[src/rtl/imm_pack.sv]
// imm_pack: packs a 32-bit immediate into an instruction template's immediate
// fields after checking it is representable in the requested format. Two
// register stages (S1 operands, S2 result) with valid/ready flow control.
`timescale 1ns/1ps

`ifndef EXT_I5
`define EXT_I5   3'd0
`endif
`ifndef EXT_I12
`define EXT_I12  3'd1
`endif
`ifndef EXT_I12U
`define EXT_I12U 3'd2
`endif
`ifndef EXT_I20
`define EXT_I20  3'd3
`endif
`ifndef EXT_I16
`define EXT_I16  3'd4
`endif
`ifndef EXT_I26
`define EXT_I26  3'd5
`endif

module imm_pack (
  input  logic        cpu_clk,
  input  logic        cpu_rst_n,
  input  logic        in_valid,
  output logic        in_ready,
  input  logic [2:0]  in_fmt,
  input  logic [31:0] in_val,
  input  logic [31:0] in_tmpl,
  output logic        out_valid,
  input  logic        out_ready,
  output logic [31:0] out_inst,
  output logic        out_err,
  output logic [15:0] err_cnt
);

  logic        r_s1_valid;
  logic [2:0]  r_s1_fmt;
  logic [31:0] r_s1_val;
  logic [31:0] r_s1_tmpl;
  logic        r_s2_valid;
  logic [31:0] r_s2_inst;
  logic        r_s2_err;
  logic [15:0] r_err_cnt;

  logic        w_s2_adv;
  logic        w_s1_adv;
  logic        w_legal;
  logic [31:0] w_mask;
  logic [31:0] w_field;
  logic [31:0] w_inst;

  assign w_s2_adv  = !r_s2_valid || out_ready;
  assign w_s1_adv  = !r_s1_valid || w_s2_adv;
  // Held low while reset is asserted so nothing is accepted into a clearing pipe.
  assign in_ready  = cpu_rst_n && w_s1_adv;

  assign out_valid = r_s2_valid;
  assign out_inst  = r_s2_inst;
  assign out_err   = r_s2_err;
  assign err_cnt   = r_err_cnt;

  // Legality check and field scatter for the operands held in S1.
  always_comb begin
    w_legal = 1'b0;
    w_mask  = 32'h0;
    w_field = 32'h0;
    case (r_s1_fmt)
      `EXT_I5: begin
        w_legal = ~|r_s1_val[31:5];
        w_mask  = 32'h0000_7C00;
        w_field = {17'b0, r_s1_val[4:0], 10'b0};
      end
      `EXT_I12: begin
        w_legal = (&r_s1_val[31:11]) || (~|r_s1_val[31:11]);
        w_mask  = 32'h003F_FC00;
        w_field = {10'b0, r_s1_val[11:0], 10'b0};
      end
      `EXT_I12U: begin
        w_legal = ~|r_s1_val[31:12];
        w_mask  = 32'h003F_FC00;
        w_field = {10'b0, r_s1_val[11:0], 10'b0};
      end
      `EXT_I20: begin
        w_legal = ~|r_s1_val[11:0];
        w_mask  = 32'h01FF_FFE0;
        w_field = {7'b0, r_s1_val[31:12], 5'b0};
      end
      `EXT_I16: begin
        w_legal = (~|r_s1_val[1:0]) &&
                  ((&r_s1_val[31:17]) || (~|r_s1_val[31:17]));
        w_mask  = 32'h03FF_FC00;
        w_field = {6'b0, r_s1_val[17:2], 10'b0};
      end
      `EXT_I26: begin
        // Sign reference is bit 27, so bits 31:27 must all agree.
        w_legal = (~|r_s1_val[1:0]) &&
                  ((&r_s1_val[31:27]) || (~|r_s1_val[31:27]));
        w_mask  = 32'h03FF_FFFF;
        w_field = {6'b0, r_s1_val[17:2], r_s1_val[27:18]};
      end
      default: w_legal = 1'b0;
    endcase
    // Illegal requests pass the template through untouched.
    w_inst = w_legal ? ((r_s1_tmpl & ~w_mask) | w_field) : r_s1_tmpl;
  end

  // S1: capture request operands when the stage can advance.
  always_ff @(posedge cpu_clk or negedge cpu_rst_n) begin
    if (!cpu_rst_n) begin
      r_s1_valid <= 1'b0;
      r_s1_fmt   <= 3'b0;
      r_s1_val   <= 32'h0;
      r_s1_tmpl  <= 32'h0;
    end else if (w_s1_adv) begin
      r_s1_valid <= in_valid;
      if (in_valid) begin
        r_s1_fmt  <= in_fmt;
        r_s1_val  <= in_val;
        r_s1_tmpl <= in_tmpl;
      end
    end
  end

  // S2: register merged instruction and error flag; held while stalled.
  always_ff @(posedge cpu_clk or negedge cpu_rst_n) begin
    if (!cpu_rst_n) begin
      r_s2_valid <= 1'b0;
      r_s2_inst  <= 32'h0;
      r_s2_err   <= 1'b0;
    end else if (w_s2_adv) begin
      r_s2_valid <= r_s1_valid;
      if (r_s1_valid) begin
        r_s2_inst <= w_inst;
        r_s2_err  <= !w_legal;
      end
    end
  end

  // Saturating count of erroring results that leave through the output handshake.
  always_ff @(posedge cpu_clk or negedge cpu_rst_n) begin
    if (!cpu_rst_n)
      r_err_cnt <= 16'h0;
    else if (r_s2_valid && out_ready && r_s2_err && (r_err_cnt != 16'hFFFF))
      r_err_cnt <= r_err_cnt + 16'd1;
  end

endmodule

[config.mk]
export PLATFORM = sky130hd
export DESIGN_NAME = imm_pack
export DESIGN_NICKNAME = d
export VERILOG_FILES = /design/src/rtl/imm_pack.sv
export SDC_FILE = /design/constraint.sdc
export NUM_CORES = 1
export LEC_CHECK = 0
export BUFFER_PORTS_ARGS = -buffer_cell sky130_fd_sc_hd__buf_4
export CELL_PAD_IN_SITES_DETAIL_PLACEMENT = 2
export CELL_PAD_IN_SITES_GLOBAL_PLACEMENT = 2
export CORE_MARGIN = 5
export CORE_UTILIZATION = 35
export CTS_CLUSTER_SIZE = 24
export DETAILED_ROUTE_END_ITERATION = 8
export GPL_ROUTABILITY_DRIVEN = 0
export PLACE_DENSITY = 0.89
export SLEW_MARGIN = 15
export SYNTH_ARGS = -nofsm -noshare
export SYNTH_HDL_FRONTEND = slang
export SYNTH_SLANG_ARGS = --single-unit
[constraint.sdc]
create_clock -name cpu_clk -period 2.61 [get_ports cpu_clk]
set_input_delay 0.6525 -clock cpu_clk [delete_from_list [all_inputs] [get_ports cpu_clk]]
set_output_delay 0.6525 -clock cpu_clk [all_outputs]
set_load 0.1 [all_outputs]
**After elaboration in Yosys (flattened, before gate mapping)**

Cells that the tools add are included.

- Magnitude comparators: 0
- Div/mod/pow operators: 0
- Add/sub/neg operators: 1
- Bitwise operators: 3
- Reductions and logical operators: 35
- Equal/unequal tests: 6
- Shifts and indexed selects: 0
- Muxes and demuxes: 4
- $mul: 0

Operators by type and width:

| operator | number |
|---|---|
| $pmux 26 s5 | 2 |
| $and 32x32->32 | 1 |
| $mux 32 | 1 |
| $not 32->32 | 1 |
| $or 32x32->32 | 1 |
| $reduce_or 27->1 | 1 |
| $reduce_and 21->1 | 1 |
| $reduce_or 21->1 | 1 |
| $reduce_or 20->1 | 1 |
| $add 16x1->16 const B | 1 |
| $ne 16x16->1 const B | 1 |
| $reduce_and 15->1 | 1 |
| $reduce_or 15->1 | 1 |
| $reduce_or 12->1 | 1 |
| $logic_not 1->1 | 10 |
| $eq 3x2->1 const B | 2 |
| $eq 3x3->1 const B | 2 |
| $logic_and 1x1->1 | 6 |
| $pmux 1 s6 | 1 |
| $logic_or 1x1->1 | 5 |
| $reduce_and 5->1 | 1 |
| $reduce_or 5->1 | 1 |
| $reduce_and 2->1 | 2 |
| $reduce_or 2->1 | 2 |
| 2 further kinds | 2 |

- Register bits: 118
- RAM bits: 0
- Input bits: 71
- Latch bits: 0
- ROM bits: 0
- Memories: 0

**Depth between registers and ports, before layout**

Gate-level depths: netlist (run 1).

- Depth after elaboration: 7
- Depth in mapped cells: 8
- Depth with buffers taken out: 7

**Worst setup path before layout (run 1)**

No wires, ideal clock.

- Path kind: register to register
- Start: register r_err_cnt[0] (netlist: err_cnt[0])
- End: register r_err_cnt[14] (netlist: err_cnt[14])
- Slack: 0.055 ns
- Buffers on the path: 0
- Stages on the path, launching flop included: 8
- Data arrival time: 2.396 ns
- Cell sequence: dfrtp_1 -> ha_1 -> nand2_1 -> nor4_1 -> a21oi_1 -> nor3b_1 -> nand4_1 -> xnor2_1

- Cells in the longest elaborated chain, start to end: 2

Ends and longest elaborated chain:

| what | line | source |
|---|---|---|
| start: declaration | 47 | `logic [15:0] r_err_cnt;` |
| start signal: assignment | 148 | `r_err_cnt <= r_err_cnt + 16'd1;` |
| branches (longest 2 deep; another with $add 16x1->16) | - |  |

Several ways; the timed one is not identified.
A chain may end at the register's enable or synchronous reset.

**Worst setup path in the final report (run 1)**

- Start: register r_s1_val[8]
- End: register r_s2_inst[5] (netlist: out_inst[5])

- Cells in the longest elaborated chain, start to end: 4

Ends and longest elaborated chain:

| what | line | source |
|---|---|---|
| start: declaration | 42 | `logic [31:0] r_s1_val;` |
| start signal: assignment | 122 | `r_s1_val <= in_val;` |
| $reduce_or 27->1 / $reduce_or 12->1 (equally long branches) | 73, 88 |  |
| $logic_not 1->1 (on tied branches) | 73, 88 |  |
| $pmux 1 s6 (*) | 71 | `case (r_s1_fmt)` |
| $mux 32 (*) | 108 | `w_inst = w_legal ? ((r_s1_tmpl & ~w_mask) \| w_field) : r_s1_tmpl;` |
| end signal: assignment | 137 | `r_s2_inst <= w_inst;` |
| end: declaration | 45 | `logic [31:0] r_s2_inst;` |

Mark *: on every way between the ends. The rest lies on a longest branch, timed or not.

==> results of run 1 <==
## per-stage QoR
step	power (W)	setup WS, ps	cells	util
floorplan	0.004287	54.92	518	-
global placement	0.004927	302.1	839	0.4245
detailed placement	0.005080	-23.17	839	0.4245
CTS	0.007443	99.56	871	0.4598
global route	0.007680	6.047	871	0.4603
finish	0.007371	80.80	871	0.4603
## power breakdown
| part | switching [W] | leakage (nW) | total (W) | internal, W |
|---|---|---|---|---|
| combinational | 0.00180 | 1.61 | 0.00254 | 0.000740 |
| clock | 0.000883 | 0.271 | 0.00230 | 0.00142 |
| sequential | 0.000382 | 1.41 | 0.00252 | 0.00214 |
| total | 0.00307 | 3.29 | 0.00737 | 0.00430 |
## worst min path at each step
| stage | startpoint | to | slack (ps) | cells after the start |
|---|---|---|---|---|
| finish | cpu_rst_n | err_cnt[4] | 70 | 1 |
| global route | cpu_rst_n | err_cnt[11] | 60 | 1 |
| CTS | cpu_rst_n | err_cnt[11] | 50 | 1 |
| detailed placement | r_s1_tmpl[28] | out_inst[28] | 460 | 2 |
| global placement | r_s1_tmpl[26] | out_inst[26] | 440 | 2 |
| floorplan | cpu_rst_n | err_cnt[0] | 360 | 0 |
## logic make-up after synthesis
| group | after synthesis | synth area share |
|---|---|---|
| xor+xnor | 15 | 0.02268 |
| simple gates | 124 | 0.1063 |
| mux | 102 | 0.2091 |
| buf+inv | 43 | 0.03068 |
| flops | 118 | 0.5098 |
| fa+ha+maj | 1 | 0.002160 |
| compound gates | 115 | 0.1192 |
## state kept, by name, summed over array words and instances, names as in the netlist
name	flops
out_valid	1
out_err	1
out_inst	32
r_s1_val	32
err_cnt	16
r_s1_valid	1
r_s1_fmt	3
r_s1_tmpl	32
## final cells by class
class / instances / area (sq um)
clock buffers: 19 / 442.9
well taps: 220 / 275.3
inverters: 7 / 26.28
clock inverters: 13 / 131.4
multi-input cells: 357 / 2679
fillers: 1691 / 8855
flip-flops and latches: 118 / 2953
repair buffers: 137 / 1045
## layer usage
layer  track usage  part of all wire  vias up
li1              -                 -     2147
met1        0.2727              0.43     2462
met2        0.3551              0.50      160
met3       0.05345             0.046       43
met4       0.08548             0.024        0
met5             0                 0        -
## synthesized netlist by cell type (all sizes together), types with 2 or more instances
cell type  instances
inv                7
xnor2              9
or4                5
buf               11
o21ai             29
o22ai             10
nor2              23
nand3              6
nor4               6
a31oi             18
a21oi             29
and3               3
nand2b             9
clkbuf            25
a22oi              6
nand4             11
nand2             48
o31ai             15
and2               3
nor3               4
mux2i             13
mux2              82
nand3b             2
xor2               6
dfrtp            118
a211oi             5
mux4               7
## critical path, delay by kind of cell, from the launching register on
family | cells | cell delay, ps
DFF | 1 | 450
buffers and inverters | 1 | 240
and+or+nand+nor | 2 | 900
AOI/OAI and AO/OA | 4 | 800
==> summary.md, run 1 <==
| Metric | Value |
|---|---|
| Leakage | 3.286 nW |
| CTS root buffer | clkbuf_16 |
| Critical Path Source Type | register |
| Synth async-reset ratio | 1.000 |
| Cell Area, Synth | 0.005792 sq mm |
| Worst R2R End | out_inst[5] |
| Number of distinct library cells after synthesis | 41 |
| Placed instance area | 0.006964 sq mm |
| WL final | 20320 um |
| Initial DRC count | 256 |
| Cells after synthesis | 518 |
| Max_slew headroom | 0.3132 |
| WL per Instance | 23.32 um |
| Slew of the pin with the lowest slew margin | 1030 ps |
| Post-DR vias/cell | 5.525 |
| Reg2reg start | r_s1_val[8] |
| Initial Util | 0.3530 |
| Minimum clock period | 2529 ps |
| Most used DFF post-synth | dfrtp_1 |
| Ports | 122 |
| Critical path arrival | 2840 ps |
| Post-route cell area | 0.007552 sq mm |
| Largest net degree at the start of global routing | 68 |
| Nets | 710 |
| Crit path max-delay cell type | or4_1 |
| Fin. max-slew vios | 0 |
| Slowest stage delay, CP | 560 ps |
| Initial DRT Pass Iterations | 5 |
| Setup TNS | 0 ps |
| Worst EP required | 2920 ps |
| Share of the synthesized area in the top cell type | 0.5098 |
| Commonest cells after routing, fill and taps aside | 135 x buf_4, 118 x dfrtp_1, 82 x mux2_2, 47 x nand2_1, 28 x a21oi_1 |
| Top cells by area, synth | dfrtp_1 51%, mux2_2 16%, nand2_1 3.1%, mux4_2 2.7%, a21oi_1 2.5% |
| Status | finished, final reports clean |
| Setup Fix Bufs, Post-CTS | 0 |
| Hold-fix buffers, CTS | 0 |
| Cts bufs inserted | 17 |
| Crit path kind | reg -> reg |
| Most common cell after layout, fill and taps aside | buf_4 |
| CP Max Fanout | 13 |
| DRC violations left | 0 |
| Maxcap violations | 0 |
| Cell area power density | 976.0 mW/mm^2 |
| CTS Sinks | 118 |
| CP Capture Point | out_inst[5] |
| Worst R2R Path Depth | 7 |
| Antenna-violating nets left | 0 |
| Via count | 4812 |
| Hold Fails Final Rpt | 0 |
| Final period utilization | 0.9690 |
| Global-route wire length before repair | 32290 um |
| Flop2flop setup slack | 80 ps |
| Grt ovf | 0 |
| Number of H-tree levels | 4 |
| Port Buffers | 121 |
| Worst Setup SP | r_s1_val[8] |
| Die area | 0.01922 sq mm |
| Vias in the first global route | 5407 |
| Die width | 138.6 um |
| Post-Syn Nets | 590 |
| Layout area overhead | 30.40% |
| Post-synthesis sequential area ratio | 0.5098 |
| Peak supply drop | 0.5053 mV |
| CTS tree | done |
| Worst Skew | 11.53 ps |
| Yosys top cell by area | dfrtp_1 |
| Die Span Y | 138.6 um |
| Register bit total from synthesis | 118 |
| HPWL Detailed | 14370 um |
| Core Rows | 47 |
| Clk pin slew, worst setup/hold paths | 60 ps |
| Hold Worst Slack | 68.44 ps |
| Ant diodes | 0 |
| Setup-failing EPs final | 0 |
| Layout cells sized above 1 | 0.4071 |
| Tot GR Track Use | 0.2152 |
| EDFF count, synth | 0 |
| Syn Area/Cell | 11.18 sq um |
| Peak Freq | 395.4 MHz |
| Worst path cell trace | or4_1, nor4_2, o311ai_1, o21a_1, buf_4, a31oi_1, a21oi_1 |
| Hold WC Path Type | in -> async |
| Post-CTS Resized | 1 |
| Clock Latency Late Sink | 430 ps |
| Worst Setup End Kind | register |
| Initial antenna violation count | 0 |
| Core area | 0.01641 sq mm |
| Clock tree buffer depth | 2 |
| RSZ-0062 raised after global routing | no |
| Yosys synthesis warning count | 0 |
Power figures use the tool's default switching activity.
==> run 2, diff against run 1 <==
==> constraint.sdc (replaced) <==
create_clock -name cpu_clk -period 3.3 [get_ports cpu_clk]
set_input_delay 0.825 -clock cpu_clk [delete_from_list [all_inputs] [get_ports cpu_clk]]
set_output_delay 0.825 -clock cpu_clk [all_outputs]
set_load 0.1 [all_outputs]
==> run 2 against run 1 <==
Hold slack gained 190 ps. Worst setup slack improved by 650 ps. Maximum frequency decreased by 1.5%. Critical endpoint is now out_inst[9]. Combinational power down 20%. Die area unchanged. Via count down 1.0%. Flip-flop and latch count is the same. Critical path type unchanged. Largest cell class unchanged. Sequential share of layout area shrank 0.12 points. Critical path depth is the same. Routed wire length is 1.4% higher.
==> summary.md, run 2 (synthesis gave the netlist of run 1 again) <==
| Metric | Value |
|---|---|
| Status | finished, final reports clean |
| Most common cell after layout, fill and taps aside | buf_4 |
| Ant diodes | 0 (unchanged) |
| Worst Skew | 6.717 ps (-4.818 ps) |
| Critical path arrival | 2850 ps (about the same) |
| Setup Fix Bufs, Post-CTS | 0 (unchanged) |
| Initial DRT Pass Iterations | 4 (-1) |
| Fin. max-slew vios | 0 (unchanged) |
| Core Rows | 47 (unchanged) |
| Setup-failing EPs final | 0 (unchanged) |
| Antenna-violating nets left | 0 (unchanged) |
| Post-route cell area | 0.007576 sq mm (+0.31%) |
| Crit path kind | reg -> reg |
| Hold-fix buffers, CTS | 0 (unchanged) |
| Reg2reg start | r_s1_val[22] |
| Slowest stage delay, CP | 620 ps (+60 ps) |
| Worst R2R End | out_inst[9] |
| Initial Util | 0.3530 (unchanged) |
| Tot GR Track Use | 0.2172 (+0.002026) |
| Crit path max-delay cell type | or4_1 |
| Switching power | 0.002402 W (-22%) |
| CTS tree | done |
| Critical Path Source Type | register |
| CP Max Fanout | 12 (-1) |
| WL final | 20590 um (+1.4%) |
| Nets | 707 (-0.42%) |
| Register share of total power | 0.335 (-0.007) |
| Hold WC Path Type | in -> async |
| Maxcap violations | 0 (unchanged) |
| Port Buffers | 121 (unchanged) |
| Via count | 4764 (-1.0%) |
| Worst EP required | 3590 ps (+670 ps) |
| Post-DR vias/cell | 5.488 (-0.66%) |
| Initial DRC count | 368 (+44%) |
| Die width | 138.6 um (unchanged) |
| Die area | 0.01922 sq mm (unchanged) |
| Worst Setup End Kind | register |
| Die Span Y | 138.6 um (unchanged) |
| Layout cells sized above 1 | 0.3981 (-0.008918) |
| Cell area power density | 791.5 mW/mm^2 (-19%) |
| Minimum clock period | 2568 ps (+38.83 ps) |
| Hold Fails Final Rpt | 0 (unchanged) |
| Global-route wire length before repair | 32760 um (+1.5%) |
| RSZ-0062 raised after global routing | no |
| CTS Sinks | 118 (unchanged) |
| Initial antenna violation count | 0 (unchanged) |
| Placed instance area | 0.006950 sq mm (-0.20%) |
| DRC violations left | 0 (unchanged) |
| CTS root buffer | clkbuf_16 |
| Largest net degree at the start of global routing | 68 (unchanged) |
| Cts bufs inserted | 17 (unchanged) |
| Post-CTS Resized | 0 (-1) |
| Flop2flop setup slack | 730 ps (+650 ps) |
| Leakage | 3.307 nW (+0.65%) |
| Sw Share | 0.4006 (-0.01581) |
| Slew of the pin with the lowest slew margin | 943.9 ps (-86.32 ps) |
| HPWL Detailed | 14120 um (-1.7%) |
| Grt ovf | 0 (unchanged) |
| Peak supply drop | 0.6652 mV (+32%) |
| Vias in the first global route | 5503 (+1.8%) |
| Clk pin slew, worst setup/hold paths | 60 ps (about the same) |
| Ports | 122 (unchanged) |
| Comb pwr share | 0.337 (-0.008) |
| Clock tree buffer depth | 2 (unchanged) |
| Worst R2R Path Depth | 7 (unchanged) |
| Setup TNS | 0 ps (unchanged) |
| P_int | 0.003594 W (-16%) |
| Core area | 0.01641 sq mm (unchanged) |
| Fillers | 1652 (-2.3%) |
| Clock Latency Late Sink | 420 ps (about the same) |
| Worst path cell trace | or4_1, nor4_4, nand3_1, o21a_1, buf_4, a31oi_1, a21oi_1 |
| Peak Freq | 389.4 MHz (-1.5%) |
| Final period utilization | 0.7782 (-0.1909) |
| Layout area overhead | 30.81% |
| WL per Instance | 23.72 um (+1.7%) |
| Number of H-tree levels | 4 (unchanged) |
| Clock power frac | 0.328 (+0.016) |
| Max_slew headroom | 0.3707 (+0.05755) |
| Commonest cells after routing, fill and taps aside | 133 x buf_4, 118 x dfrtp_1, 82 x mux2_2, 47 x nand2_1, 29 x a21oi_1 |
==> run 2: cell types whose count changed in the layout (fill, tap and decap cells not counted), moves of 2 or more <==
cell        previous run  this run
clkbuf_1               1         3
clkbuf_8               1         3
buf_4                135       133
clkinvlp_4             5         1
bufinv_16              2         4
==> run 2: routing by layer <==
| layer | track usage | wire [um] | vias up |
|---|---|---|---|
| li1 | - | - | 2123 |
| met1 | 0.2666 | 8558 | 2439 |
| met2 | 0.3744 | 10630 | 167 |
| met3 | 0.05069 | 902 | 35 |
| met4 | 0.07981 | 502 | 0 |
| met5 | 0 | 0 | - |
==> run 2: stage by stage <==
step                utilization  total power, W  hold slack [ps]  worst slack [ps]  instances
floorplan                     -        0.003390            433.1             683.1        518
finish                   0.4618        0.005996            258.9             732.0        868
detailed placement       0.4236        0.004000            468.1             852.4        836
global route             0.4618        0.006219            253.5             630.1        868
CTS                      0.4618        0.006042            247.0             740.5        868
global placement         0.4236        0.003894            439.4             949.2        836
==> run 2: worst max-delay path: cells and delay by family, from the launching register on <==
kind | cells | cell delay [ps]
AO/OA/AOI/OAI | 3 | 700
buffers and inverters | 1 | 250
flip-flops | 1 | 470
AND/OR/NAND/NOR | 3 | 1020
==> run 2: layout make-up <==
class,instances,area [sq um],area share
Clock buffer,23,478.0,0.06309
Sequential cell,118,2953,0.3898
Multi-Input combinational cell,357,2678,0.3534
Inverter,7,26.28,0.003468
Timing Repair Buffer,134,1018,0.1344
Clock inverter,9,147.6,0.01949
Tap cell,220,275.3,0.03633
==> run 2: power by group through the flow <==
| stage | Clock (W) | Sequential (W) | Combinational [W] |
|---|---|---|---|
| floorplan | 0 | 0.00280 | 0.000595 |
| global placement | 0 | 0.00198 | 0.00191 |
| detailed placement | 0 | 0.00201 | 0.00199 |
| CTS | 0.00201 | 0.00200 | 0.00203 |
| global route | 0.00208 | 0.00204 | 0.00211 |
| finish | 0.00197 | 0.00201 | 0.00202 |
==> run 2: worst max-delay path by stage <==
stage | start | endpoint | depth (start not counted)
final | r_s1_val[22] | out_inst[9] | 7
after global routing | r_s1_fmt[1] | out_inst[19] | 8
after CTS | r_s1_val[22] | out_inst[9] | 7
after detailed placement | r_s1_val[18] | out_inst[21] | 7
after global placement | out_ready | in_ready | 4
after floorplan | out_valid | in_ready | 2
==> run 3, diff against run 2 <==
--- a/config.mk
+++ b/config.mk
@@ -5,15 +5,16 @@
 export SDC_FILE = /design/constraint.sdc
 export NUM_CORES = 1
 export LEC_CHECK = 0
+export ABC_AREA = 1
 export BUFFER_PORTS_ARGS = -buffer_cell sky130_fd_sc_hd__buf_4
 export CELL_PAD_IN_SITES_DETAIL_PLACEMENT = 2
 export CELL_PAD_IN_SITES_GLOBAL_PLACEMENT = 2
 export CORE_MARGIN = 5
-export CORE_UTILIZATION = 35
+export CORE_UTILIZATION = 32
 export CTS_CLUSTER_SIZE = 24
 export DETAILED_ROUTE_END_ITERATION = 8
 export GPL_ROUTABILITY_DRIVEN = 0
-export PLACE_DENSITY = 0.89
+export PLACE_DENSITY = 0.9
 export SLEW_MARGIN = 15
 export SYNTH_ARGS = -nofsm -noshare
 export SYNTH_HDL_FRONTEND = slang
==> constraint.sdc (replaced) <==
create_clock -name cpu_clk -period 2.7 [get_ports cpu_clk]
set_input_delay 0.675 -clock cpu_clk [delete_from_list [all_inputs] [get_ports cpu_clk]]
set_output_delay 0.675 -clock cpu_clk [all_outputs]
set_load 0.1 [all_outputs]
==> run 3 against run 2 <==
Worst setup slack got worse by 250 ps. Power increased by 29%. Sequential share of layout area about the same. Largest cell class unchanged. Utilization decreased by 3.7 points. Final area about the same. Synthesized area decreased by 0.43%. Count of clock-buffer cells in the layout unchanged. Via count increased by 16%. Clock power increased by 20%. Final cell count increased by 24%.
==> summary.md, run 3 <==
| Metric | Value |
|---|---|
| HPWL Detailed | 15550 um (+10%) |
| Nets | 910 (+29%) |
| Layout area overhead | 31.40% |
| Worst Setup SP | r_s1_fmt[1] |
| Max_slew headroom | 0.5416 (+0.1709) |
| Port Buffers | 121 (unchanged) |
| Initial antenna violation count | 0 (unchanged) |
| Hold Fails Final Rpt | 0 (unchanged) |
| Peak supply drop | 0.5718 mV (-14%) |
| Commonest cells after routing, fill and taps aside | 157 x nand2_1, 137 x buf_4, 118 x dfrtp_1, 98 x nor2_1, 72 x inv_1 |
| CP Max Fanout | 26 (+14) |
| Setup-failing EPs final | 0 (unchanged) |
| Cell area power density | 1023 mW/mm^2 (+29%) |
| Initial DRT Pass Iterations | 4 (unchanged) |
| Worst EP required | 3010 ps (-580 ps) |
| Largest net degree at the start of global routing | 119 (+75%) |
| Register bit total from synthesis | 118 (unchanged) |
| Cts bufs inserted | 17 (unchanged) |
| CTS root buffer | clkbuf_16 |
| Post-Syn Nets | 784 (+33%) |
| CTS Sinks | 118 (unchanged) |
| Core area | 0.01784 sq mm (+8.7%) |
| Leakage | 3.808 nW (+15%) |
| Ant diodes | 0 (unchanged) |
| Most used DFF post-synth | dfrtp_1 |
| Global-route wire length before repair | 34290 um (+4.7%) |
| Clock Latency Late Sink | 430 ps (about the same) |
| Most common cell after layout, fill and taps aside | nand2_1 |
| EDFF count, synth | 0 (unchanged) |
| Yosys synthesis warning count | 0 (unchanged) |
| Initial Util | 0.3232 (-0.02977) |
| Post-CTS Resized | 0 (unchanged) |
| Critical path arrival | 2530 ps (-320 ps) |
| Cell with the most instances after synthesis | nand2_1 |
| Initial DRC count | 269 (-27%) |
| Final period utilization | 0.8231 (+0.04492) |
| Via count | 5503 (+16%) |
| Setup Fix Bufs, Post-CTS | 0 (unchanged) |
| Slew of the pin with the lowest slew margin | 680.4 ps (-263.5 ps) |
| Status | finished, final reports clean |
| Fillers | 2025 (+23%) |
| Die Span Y | 144.2 um (+4.0%) |
| Hold WC Path Type | in -> async |
| Tot GR Track Use | 0.2136 (-0.003579) |
| Fin. max-slew vios | 0 (unchanged) |
| Layout cells sized above 1 | 0.2327 (-0.1655) |
| Post-synthesis sequential area ratio | 0.5120 (+0.002212) |
| DRC violations left | 0 (unchanged) |
| Hold-fix buffers, CTS | 0 (unchanged) |
| Worst Setup End Kind | register |
| Worst path most repeated cell | inv_2 |
| Slowest stage delay, CP | 430 ps (-190 ps) |
| Post-DR vias/cell | 5.095 (-7.2%) |
| Clock tree buffer depth | 2 (unchanged) |
| Synth async-reset ratio | 1.000 (unchanged) |
| Peak Freq | 450.0 MHz (+16%) |
| Vias in the first global route | 6319 (+15%) |
| Minimum clock period | 2222 ps (-345.6 ps) |
| Worst Skew | 7.913 ps (+1.197 ps) |
| Worst path cell trace | inv_2, nand3_2, inv_2, nand3_1, nand2_1, inv_2, nand2_4, buf_4, nand4_1, nand3_1, nand2_1 |
| Die width | 144.2 um (+4.0%) |
| Antenna-violating nets left | 0 (unchanged) |
| Number of H-tree levels | 4 (unchanged) |
| Critical Path Source Type | register |
| RSZ-0062 raised after global routing | no |
| Core Rows | 49 (+4.3%) |
| Crit path kind | reg -> reg |
| Number of distinct library cells after synthesis | 32 (-22%) |
| Ports | 122 (unchanged) |
| Setup TNS | 0 ps (unchanged) |
| Grt ovf | 0 (unchanged) |
| WL final | 21480 um (+4.3%) |
| Cell Area, Synth | 0.005767 sq mm (-0.43%) |
| Clk pin slew, worst setup/hold paths | 60 ps (about the same) |
| Top post-synthesis cells by count | 158 x nand2_1, 118 x dfrtp_1, 98 x nor2_1 |
| CTS tree | done |
| Top cells by area, synth | dfrtp_1 51%, nand2_1 10%, nor2_1 6.4%, a21oi_1 6.2%, inv_1 4.7% |
| Hold Worst Slack | 345.7 ps (+86.82 ps) |
| Maxcap violations | 0 (unchanged) |
| Cells after synthesis | 712 (+37%) |
| Crit path max-delay cell type | dfrtp_1 |
| Die area | 0.02081 sq mm (+8.2%) |
| Yosys top cell by area | dfrtp_1 |
| WL per Instance | 19.89 um (-16%) |
| Reg2reg start | r_s1_fmt[1] |
| Syn Area/Cell | 8.099 sq um (-28%) |
| Share of the synthesized area in the top cell type | 0.5120 (+0.002212) |
## run 3: cell count changes in the layout (fill, tap and decap cells not counted), moves of 14 or more
cell / change
nand2_1: +110
nor2_1: +75
mux2_2: -71
inv_1: +65
a21oi_1: +42
nand3_1: +38
o21ai_1: -22
nand4_1: +19
a31oi_1: -18
o31ai_1: -14
## run 3: area by class of cell
type / instances / area, sq um / share of cell area
multi-input cells: 483 / 2379 / 0.3139
flip-flops and latches: 118 / 2953 / 0.3897
clock inverters: 9 / 122.6 / 0.01618
clock buffers: 23 / 488.0 / 0.06440
well taps: 229 / 286.5 / 0.03781
repair buffers: 138 / 1049 / 0.1384
inverters: 80 / 300.3 / 0.03963
## run 3: stage by stage
step	instance area, sq um	power (W)	util	worst slack [ps]	instances
finish	7577	0.007752	0.4247	477.6	1080
global route	7577	0.008084	0.4247	305.9	1080
CTS	7577	0.007825	0.4247	495.6	1080
detailed placement	6967	0.005401	0.3905	543.6	1048
global placement	6967	0.005292	0.3905	619.1	1048
floorplan	5767	0.004505	-	351.2	712
## run 3: cell families after synthesis
logic type	Yosys count	synth area share
muxes	11	0.02148
AOI/OAI and AO/OA	106	0.1000
DFF	118	0.5120
adders and majority gates	1	0.002169
xor gates and xnor gates	14	0.02126
buffers and inverters	111	0.07681
and+or+nand+nor	351	0.2662
## run 3: worst max-delay path, delay by kind of cell, from the launching register on
kind | cells | cell delay [ps]
buffers and inverters | 4 | 670
AND/OR/NAND/NOR | 7 | 990
flip-flops | 1 | 430
## run 3: per-layer routing
layer	routed length, um	GRT usage	share of wire
met1	9227	0.2661	0.43
met2	10840	0.3773	0.50
met3	861	0.03472	0.040
met4	550	0.07118	0.026
met5	0	0	0
## run 3: power by group
group | internal (W) | switching (W) | total, W
clock network | 0.00154 | 0.000831 | 0.00237
registers | 0.00212 | 0.000281 | 0.00240
logic | 0.000664 | 0.00232 | 0.00298
total | 0.00432 | 0.00343 | 0.00775
## run 3: worst paths after layout
kind	depth (start not counted)	to	slack, ps
hold reg to reg	2	out_inst[10]	480
setup / recovery	11	out_inst[21]	480
min in group cpu_clk	2	r_s1_val[16]	480
max in group asynchronous	2	err_cnt[15]	1850
setup reg to reg	11	out_inst[21]	480
hold / removal	2	out_inst[27]	350
